===== config.mk =====
export PLATFORM = sky130hd
export DESIGN_NAME = pipe_hazard_ctrl
export DESIGN_NICKNAME = d
export VERILOG_FILES = /design/src/rtl/pipe_hazard_ctrl.sv
export SDC_FILE = /design/constraint.sdc
export NUM_CORES = 1
export LEC_CHECK = 0
export CAP_MARGIN = 40
export CORE_UTILIZATION = 27
export CTS_BUF_LIST = sky130_fd_sc_hd__clkbuf_4 sky130_fd_sc_hd__clkbuf_8
export DETAILED_ROUTE_END_ITERATION = 16
export GPL_TIMING_DRIVEN = 0
export PLACE_DENSITY = 0.88
export SYNTH_ARGS = -nofsm -noshare
export SYNTH_HDL_FRONTEND = slang
export SYNTH_SLANG_ARGS = --single-unit

===== constraint.sdc =====
create_clock -name clk -period 5.1 [get_ports clk]
set_input_delay 1.275 -clock clk [delete_from_list [all_inputs] [get_ports clk]]
set_output_delay 1.275 -clock clk [all_outputs]
set_load 0.05 [all_outputs]

===== src/rtl/pipe_hazard_ctrl.sv =====
// ---------------------------------------------------------------------------
// pipe_hazard_ctrl
//   Pipeline controller for the 16-bit datapath. It drives the PC write
//   enable, the IF/ID buffer enable and flush, and the ID/EX bubble. It
//   handles load-use stalls, taken-branch flushes, HALT and the global
//   memory-wait freeze.
//
//   Optional feature macro: PIPE_PERF_CNT_EN
//     defined   -> stall_cnt / flush_cnt are saturating counters
//     undefined -> both outputs are tied to zero and no counter flops exist
//
// Ports:
//   clk, rst          rising-edge clock, synchronous active-high reset
//   id_instr          IF/ID instruction (rs at [2R+1:R+1], rt at [R:0])
//   id_uses_rt        ID instruction reads rt
//   id_halt           ID instruction is HALT
//   ex_mem_read       EX instruction is a load
//   ex_rd             EX destination register
//   branch_taken      EX resolved a taken branch
//   mem_wait          memory not ready; freeze everything
//   resume            leave HALT
//   pc_en             PC write enable
//   ifid_en           IF/ID write enable
//   ifid_flush        clear IF/ID to NOP (wins over ifid_en downstream)
//   idex_bubble       insert NOP into ID/EX
//   state             FSM state (RUN=0, LSTALL=1, FLUSH=2, HALT=3)
//   stall_cnt         hazard-stall cycle count
//   flush_cnt         branch-flush event count
//
// state  | meaning
// -------+-------------------------------------------------------------
// RUN    | normal issue; detects branch, load-use hazard and HALT
// LSTALL | remaining load-use stall cycles (cnt of them left)
// FLUSH  | remaining post-branch flush cycles (cnt of them left)
// HALT   | frozen until resume
// ---------------------------------------------------------------------------
module pipe_hazard_ctrl #(
    parameter int S         = 15,
    parameter int R         = 3,
    parameter int LOAD_LAT  = 1,
    parameter int FLUSH_CYC = 1,
    parameter int CW        = 15
) (
    input  logic          clk,
    input  logic          rst,
    input  logic [S:0]    id_instr,
    input  logic          id_uses_rt,
    input  logic          id_halt,
    input  logic          ex_mem_read,
    input  logic [R:0]    ex_rd,
    input  logic          branch_taken,
    input  logic          mem_wait,
    input  logic          resume,
    output logic          pc_en,
    output logic          ifid_en,
    output logic          ifid_flush,
    output logic          idex_bubble,
    output logic [1:0]    state,
    output logic [CW:0]   stall_cnt,
    output logic [CW:0]   flush_cnt
);

    localparam int CMAX = (LOAD_LAT > FLUSH_CYC) ? LOAD_LAT : FLUSH_CYC;
    localparam int CNTW = (CMAX < 2) ? 1 : $clog2(CMAX + 1);
    localparam logic [CNTW-1:0] LOAD_RELOAD  = CNTW'(LOAD_LAT - 1);
    localparam logic [CNTW-1:0] FLUSH_RELOAD = CNTW'(FLUSH_CYC - 1);
    localparam logic [CNTW-1:0] CNT_ONE      = CNTW'(1);

    typedef enum logic [1:0] {
        RUN    = 2'd0,
        LSTALL = 2'd1,
        FLUSH  = 2'd2,
        HALT   = 2'd3
    } state_t;

    state_t          st_q, st_d;
    logic [CNTW-1:0] cnt_q, cnt_d;
    logic            stall_inc, flush_inc;

    logic [R:0] rs, rt;
    logic       hz;
    logic       unused_instr;

    assign rs = id_instr[2*R+1:R+1];
    assign rt = id_instr[R:0];
    assign unused_instr = ^id_instr[S:2*R+2];

    // Register 0 is hard-wired zero, so a load to it never creates a hazard.
    assign hz = ex_mem_read && (ex_rd != '0) &&
                ((ex_rd == rs) || (id_uses_rt && (ex_rd == rt)));

    // State register
    always_ff @(posedge clk) begin
        if (rst) begin
            st_q  <= RUN;
            cnt_q <= '0;
        end else begin
            st_q  <= st_d;
            cnt_q <= cnt_d;
        end
    end

    // Next-state logic; mem_wait leaves everything as-is
    always_comb begin
        st_d      = st_q;
        cnt_d     = cnt_q;
        stall_inc = 1'b0;
        flush_inc = 1'b0;
        if (!mem_wait) begin
            case (st_q)
                RUN: begin
                    if (branch_taken) begin
                        flush_inc = 1'b1;
                        if (FLUSH_CYC > 1) begin
                            st_d  = FLUSH;
                            cnt_d = FLUSH_RELOAD;
                        end
                    end else if (hz) begin
                        stall_inc = 1'b1;
                        if (LOAD_LAT > 1) begin
                            st_d  = LSTALL;
                            cnt_d = LOAD_RELOAD;
                        end
                    end else if (id_halt) begin
                        st_d = HALT;
                    end
                end
                LSTALL: begin
                    if (branch_taken) begin
                        flush_inc = 1'b1;
                        if (FLUSH_CYC > 1) begin
                            st_d  = FLUSH;
                            cnt_d = FLUSH_RELOAD;
                        end else begin
                            st_d  = RUN;
                            cnt_d = '0;
                        end
                    end else begin
                        stall_inc = 1'b1;
                        if (cnt_q <= CNT_ONE) begin
                            st_d  = RUN;
                            cnt_d = '0;
                        end else begin
                            cnt_d = cnt_q - CNT_ONE;
                        end
                    end
                end
                FLUSH: begin
                    if (branch_taken) begin
                        flush_inc = 1'b1;
                        cnt_d     = FLUSH_RELOAD;
                    end else if (cnt_q <= CNT_ONE) begin
                        st_d  = RUN;
                        cnt_d = '0;
                    end else begin
                        cnt_d = cnt_q - CNT_ONE;
                    end
                end
                HALT: begin
                    if (resume) begin
                        st_d = RUN;
                    end
                end
                default: begin
                    st_d  = RUN;
                    cnt_d = '0;
                end
            endcase
        end
    end

    // Output logic
    always_comb begin
        pc_en       = 1'b1;
        ifid_en     = 1'b1;
        ifid_flush  = 1'b0;
        idex_bubble = 1'b0;
        state       = st_q;
        if (rst) begin
            pc_en       = 1'b0;
            ifid_en     = 1'b0;
            ifid_flush  = 1'b1;
            idex_bubble = 1'b1;
            state       = RUN;
        end else if (mem_wait) begin
            pc_en   = 1'b0;
            ifid_en = 1'b0;
        end else begin
            case (st_q)
                RUN, LSTALL: begin
                    if (branch_taken) begin
                        ifid_flush  = 1'b1;
                        idex_bubble = 1'b1;
                    end else if (st_q == LSTALL || hz || id_halt) begin
                        pc_en       = 1'b0;
                        ifid_en     = 1'b0;
                        idex_bubble = 1'b1;
                    end
                end
                FLUSH: begin
                    ifid_flush  = 1'b1;
                    idex_bubble = 1'b1;
                end
                default: begin
                    pc_en       = 1'b0;
                    ifid_en     = 1'b0;
                    idex_bubble = 1'b1;
                end
            endcase
        end
    end

`ifdef PIPE_PERF_CNT_EN
    logic [CW:0] stall_cnt_q, flush_cnt_q;

    // Saturating counters; stall_inc/flush_inc are already masked by mem_wait.
    always_ff @(posedge clk) begin
        if (rst) begin
            stall_cnt_q <= '0;
            flush_cnt_q <= '0;
        end else begin
            if (stall_inc && (stall_cnt_q != '1))
                stall_cnt_q <= stall_cnt_q + (CW+1)'(1);
            if (flush_inc && (flush_cnt_q != '1))
                flush_cnt_q <= flush_cnt_q + (CW+1)'(1);
        end
    end

    assign stall_cnt = stall_cnt_q;
    assign flush_cnt = flush_cnt_q;
`else
    logic unused_perf;
    assign unused_perf = stall_inc ^ flush_inc;
    assign stall_cnt   = '0;
    assign flush_cnt   = '0;
`endif

endmodule


==> results of run 1 <==
==> cell usage in the layout, fill, tap and decap left out <==
master / count
nor4bb_1: 1
nor3_1: 2
dfxtp_1: 1
nor4_1: 2
buf_4: 34
a22oi_2: 1
and3_4: 1
a21oi_1: 1
a22o_1: 1
nor2b_1: 2
clkdlybuf4s50_1: 25
nor4_2: 1
inv_1: 1
xor2_1: 7
conb_1: 32
o21ai_0: 1
xnor2_1: 1
nor2_1: 1
o41a_1: 1
o2bb2ai_1: 1
a21o_1: 1
==> logic make-up (layout without fill, tap and decap cells) <==
kind of cell | count (synthesis) | count (layout) | synth area share (%)
buf+inv | 35 | 60 | 53.49
simple gates | 10 | 10 | 14.99
xor+xnor | 8 | 8 | 14.47
compound gates | 7 | 7 | 12.14
other cells | 1 | 32 | 0.7745
flops | 1 | 1 | 4.135
==> worst max-delay path by stage <==
stage	slack, ps	from	to
2_1_floorplan	1010	ex_rd[1]	pc_en
5_1_grt	50	ex_rd[1]	pc_en
3_5_place_dp	110	ex_rd[1]	pc_en
4_1_cts	120	ex_rd[1]	pc_en
3_3_place_gp	150	ex_rd[1]	pc_en
6_report	130	ex_rd[1]	pc_en
==> layer usage <==
| metal | part of all wire (%) | up-vias |
|---|---|---|
| met2 | 56 | 30 |
| li1 | - | 258 |
| met3 | 12 | 0 |
| met1 | 32 | 194 |
| met4 | 0 | 0 |
| met5 | 0 | - |
==> final cells by class <==
class	count	area share, %
Buffer	34	28.98
Inverter	1	0.4261
Multi-Input combinational cell	57	36.51
Sequential cell	1	2.273
Tap cell	24	3.409
Timing Repair Buffer	25	28.41
==> power groups by stage <==
| stage | sequential, mW | clock (mW) | combinational, mW |
|---|---|---|---|
| 2_1_floorplan | 0.00879 | 0 | 0.0932 |
| 3_3_place_gp | 0.00890 | 0 | 0.117 |
| 3_5_place_dp | 0.00893 | 0 | 0.118 |
| 4_1_cts | 0.00895 | 0 | 0.118 |
| 5_1_grt | 0.00899 | 0 | 0.124 |
| 6_report | 0.00896 | 0 | 0.119 |
==> critical path, stage by stage <==
cell and delay (ps):
clkdlybuf4s50_1 480, o41a_1 480, and3_4 180, a22oi_2 200, a22o_1 180, buf_4 100
clkdlybuf4s50_1 790
==> flow_summary.json, run 1 <==
{
  "skew_ps": 0,
  "die_x_um": 44.35,
  "avgSynthCellArea_um2": 7.810,
  "fin_tns_setup_ps": 0,
  "ys_types": 20,
  "period_needed_ps": 4971,
  "io_pins": 66,
  "hp-class": "reg2reg",
  "syn-cell-area_um2": 484.2,
  "hold_viol_final": 0,
  "vias_per_cell": 3.394,
  "synth_area_leaders": "buf_4 53%, xor2_1 13%, dfxtp_1 4.1%",
  "met2_usage_pct": 22.65,
  "rsz0062_at_grt": "false",
  "finalWorstSetupSlack_ps": 128.9,
  "holdPathEnd": "st_q[0]$_SDFFE_PP0P_",
  "worst-path-max-fanout": 3,
  "r2r_end": "st_q[0]$_SDFFE_PP0P_",
  "hp-start": "st_q[0]$_SDFFE_PP0P_",
  "drt_iter0_drc": 2,
  "synthCells": 62,
  "firstDrtPassIters": 3,
  "rrSetupSlack_ps": 4120,
  "start_kind": "input port",
  "drtAntennaViolNets": 0,
  "placed_area_um2": 880.8,
  "grt_max_degree": 9,
  "place_ws_ps": 115.0,
  "routed_wl_um": 1082,
  "antenna_found_initial": 0,
  "power.internal_mw": 0.05047,
  "path_clk_slew_ps": 0,
  "gr-total-overflow": 0,
  "p_sw_mw": 0.07756,
  "via_count": 482,
  "yosysMostFrequentCell": "buf_4",
  "cp-end-kind": "output pin",
  "die_y_um": 44.35,
  "drive_gt1_share_pct": 31.36,
  "regMostFlops": "st_q",
  "hold_buffers": 0,
  "outcome": "completed",
  "wl_per_cell_um": 7.620,
  "synth_top_flop_cell": "dfxtp_1",
  "fmax_mhz": 201.2,
  "leakagePower_nw": 0.4646,
  "multi_input_area_um2": 321.6,
  "busiest_layer": "met2",
  "dp_cells": 142,
  "yosysTopAreaCell": "buf_4",
  "critPathRequiredTime_ps": 3830,
  "clock_latency_ps": 0,
  "power_density_nw_per_um2": 145.4,
  "combPwrFrac_pct": 93.0,
  "finalWeightedCongestion": 0.7159,
  "place_hpwl_um": 1017,
  "r2r_cells": 3,
  "final_util_pct": 55.26,
  "use_met1_pct": 9.024,
  "ctsResizeCount": 0,
  "hold-path-cell-count": 2,
  "path_class": "in2out",
  "layoutNonFillerInstCount": 142,
  "drv_slew": 0,
  "top_regs": "st_q: 1 flops",
  "rows": 14,
  "crit_arrival_ps": 3700,
  "grtUsageMet3_pct": 0.8163,
  "grt_use_total_pct": 9.707,
  "setup_viol": 0,
  "dieArea_um2": 1967,
  "vdd_drop_max_v": 0.00007738,
  "ys_ff_latch": 1,
  "design_area_um2": 880.8,
  "clkPwrFrac_pct": 0,
  "finalCritPeriodShare_pct": 97.47,
  "fp.coreArea_um2": 1594,
  "max_cap_violations": 0,
  "p_seq_share_pct": 7.0,
  "diodes": 0,
  "grt_pass1_wl_um": 1490,
  "swShare_pct": 60.58,
  "synth_edf_count": 0,
  "grt_pass1_vias": 375,
  "yosysWarnings": 0,
  "start_util_pct": 30.38,
  "synth_top_area_share_pct": 52.71,
  "hold-worst-slack_ps": 540.9,
  "netlist_top_cells_count": "34 x buf_4, 7 x xor2_1, 2 x nor2b_1, 2 x nor3_1, 2 x nor4_1",
  "fin_nets": 148,
  "worstMarginPinSlew_ps": 503.5,
  "fill_cells": 144,
  "drc": 0,
  "largest_reg_flops": 1,
  "syn2layout_area_growth_pct": 81.91,
  "slew_headroom_pct": 66.33,
  "finalPower_mw": 0.1280,
  "seq_area_um2": 20.02,
  "async_reset_ff_share_pct": 0,
  "port_buffers": 25,
  "r2r-start": "st_q[0]$_SDFFE_PP0P_",
  "cts_setup_buffers": 0,
  "ys_seq_area_share_pct": 4.134
}
Power figures use the tool's default switching activity.
==> inputs of run 2 (changes only) <==
--- a/config.mk
+++ b/config.mk
@@ -10,7 +10,7 @@
 export CTS_BUF_LIST = sky130_fd_sc_hd__clkbuf_4 sky130_fd_sc_hd__clkbuf_8
 export DETAILED_ROUTE_END_ITERATION = 16
 export GPL_TIMING_DRIVEN = 0
-export PLACE_DENSITY = 0.88
+export PLACE_DENSITY_LB_ADDON = 0.2
 export SYNTH_ARGS = -nofsm -noshare
 export SYNTH_HDL_FRONTEND = slang
 export SYNTH_SLANG_ARGS = --single-unit
==> run 2 against run 1 <==
  * Clock skew unchanged
  * Sequential share of layout area did not move
  * Maximum frequency grew 0.70%
==> flow_summary.json, run 2 (synthesis gave the netlist of run 1 again) <==
{
  "die_x_um": 44.35,
  "drt_iter0_drc": 0,
  "finalWeightedCongestion": 0.6401,
  "final_cell_mix": "34 x buf_4, 32 x conb_1, 25 x clkdlybuf4s50_1",
  "drc": 0,
  "fin_tns_setup_ps": 0,
  "design_area_um2": 880.8,
  "finalCritPeriodShare_pct": 96.80,
  "drive_gt1_share_pct": 31.36,
  "ctsResizeCount": 0,
  "drtAntennaViolNets": 0,
  "crit_arrival_ps": 3660,
  "gr-total-overflow": 0,
  "dieArea_um2": 1967,
  "hold_viol_final": 0,
  "slew_headroom_pct": 66.52,
  "top_regs": "st_q: 1 flops",
  "worst-path-max-fanout": 3,
  "critical_path.max_stage_delay_ps": 780,
  "grt_pass1_wl_um": 1483,
  "period_needed_ps": 4937,
  "placed_area_um2": 880.8,
  "path_clk_slew_ps": 0,
  "port_buffers": 25,
  "setup_viol": 0,
  "vias_per_cell": 3.261,
  "final_common_cell": "buf_4",
  "firstDrtPassIters": 1,
  "regMostFlops": "st_q",
  "diodes": 0,
  "hold_buffers": 0,
  "fmax_mhz": 202.6,
  "vdd_drop_max_v": 0.00007190,
  "worstMarginPinSlew_ps": 500.6,
  "critPathRequiredTime_ps": 3830,
  "path_class": "in2out",
  "routed_wl_um": 942,
  "place_hpwl_um": 907.6,
  "fin_nets": 148,
  "start_util_pct": 30.38,
  "outcome": "completed",
  "rsz0062_at_grt": "false",
  "leakagePower_nw": 0.4646,
  "grt_pass1_vias": 360,
  "syn2layout_area_growth_pct": 81.91,
  "wl_per_cell_um": 6.634,
  "drv_slew": 0,
  "cp-end-kind": "output pin",
  "fill_cells": 158,
  "hp-class": "reg2reg",
  "max_cap_violations": 0,
  "grt_use_total_pct": 9.380,
  "power_density_nw_per_um2": 144.5,
  "skew_ps": 0,
  "antenna_found_initial": 0,
  "clock_latency_ps": 0,
  "cts_setup_buffers": 0,
  "cp_slowest_cell": "clkdlybuf4s50_1",
  "crit_path_cell_trace": "clkdlybuf4s50_1 -> o41a_1 -> and3_4 -> a22oi_2 -> a22o_1 -> buf_4 -> clkdlybuf4s50_1",
  "largest_reg_flops": 1,
  "die_y_um": 44.35,
  "crit_top_cell": "clkdlybuf4s50_1",
  "fp.coreArea_um2": 1594,
  "grt_max_degree": 9,
  "via_count": 463,
  "rows": 14,
  "start_kind": "input port",
  "io_pins": 66
}
## run 2: layer usage
metal | global-route usage [%] | part of all wire (%) | wire length [um]
met2 | 19.71 | 51 | 485
met4 | 0 | 0 | 0
met3 | 0.8163 | 10 | 98
met1 | 10.51 | 38 | 358
met5 | 0 | 0 | 0
## run 2: where the power goes
part / switching, mW / total [mW] / internal, mW / leakage [nW]
Combinational: 0.0762 / 0.118 / 0.0421 / 0.456
Sequential: 0.000581 / 0.00898 / 0.00840 / 0.00817
Clock: 0 / 0 / 0 / 0
## run 2: critical path, delay by kind of cell
kind            cells  cell delay (ps)
compound gates      3              840
buf+inv             3             1350
simple gates        1              180
## run 2: path summary, 6_finish.rpt
| path | startpoint | slack [ps] | cells past startpoint | endpoint |
|---|---|---|---|---|
| setup reg to reg | st_q[0]$_SDFFE_PP0P_ | 4130 | 3 | st_q[0]$_SDFFE_PP0P_ |
| setup / recovery | ex_rd[1] | 160 | 7 | pc_en |
| hold reg to reg | st_q[0]$_SDFFE_PP0P_ | 560 | 2 | st_q[0]$_SDFFE_PP0P_ |
| hold / removal | st_q[0]$_SDFFE_PP0P_ | 560 | 2 | st_q[0]$_SDFFE_PP0P_ |
## run 2: final cells by class
type / count / area [um^2] / area share [%]
plain buffers: 34 / 255.2 / 28.98
inverters: 1 / 3.754 / 0.4261
multi-input cells: 57 / 321.6 / 36.51
flip-flops and latches: 1 / 20.02 / 2.273
well taps: 24 / 30.03 / 3.409
repair buffers: 25 / 250.2 / 28.41
## run 2: metrics by stage
step	hold slack, ps	setup WS [ps]	cells	power, mW	utilization (%)
final	556.5	163.4	142	0.1272	55.26
after global placement	527.0	136.4	142	0.1262	55.26
after global routing	598.7	77.22	142	0.1330	55.26
after detailed placement	558.7	151.4	142	0.1266	55.26
after CTS	558.7	151.4	142	0.1267	55.26
after floorplan	494.2	1013	93	0.1020	-
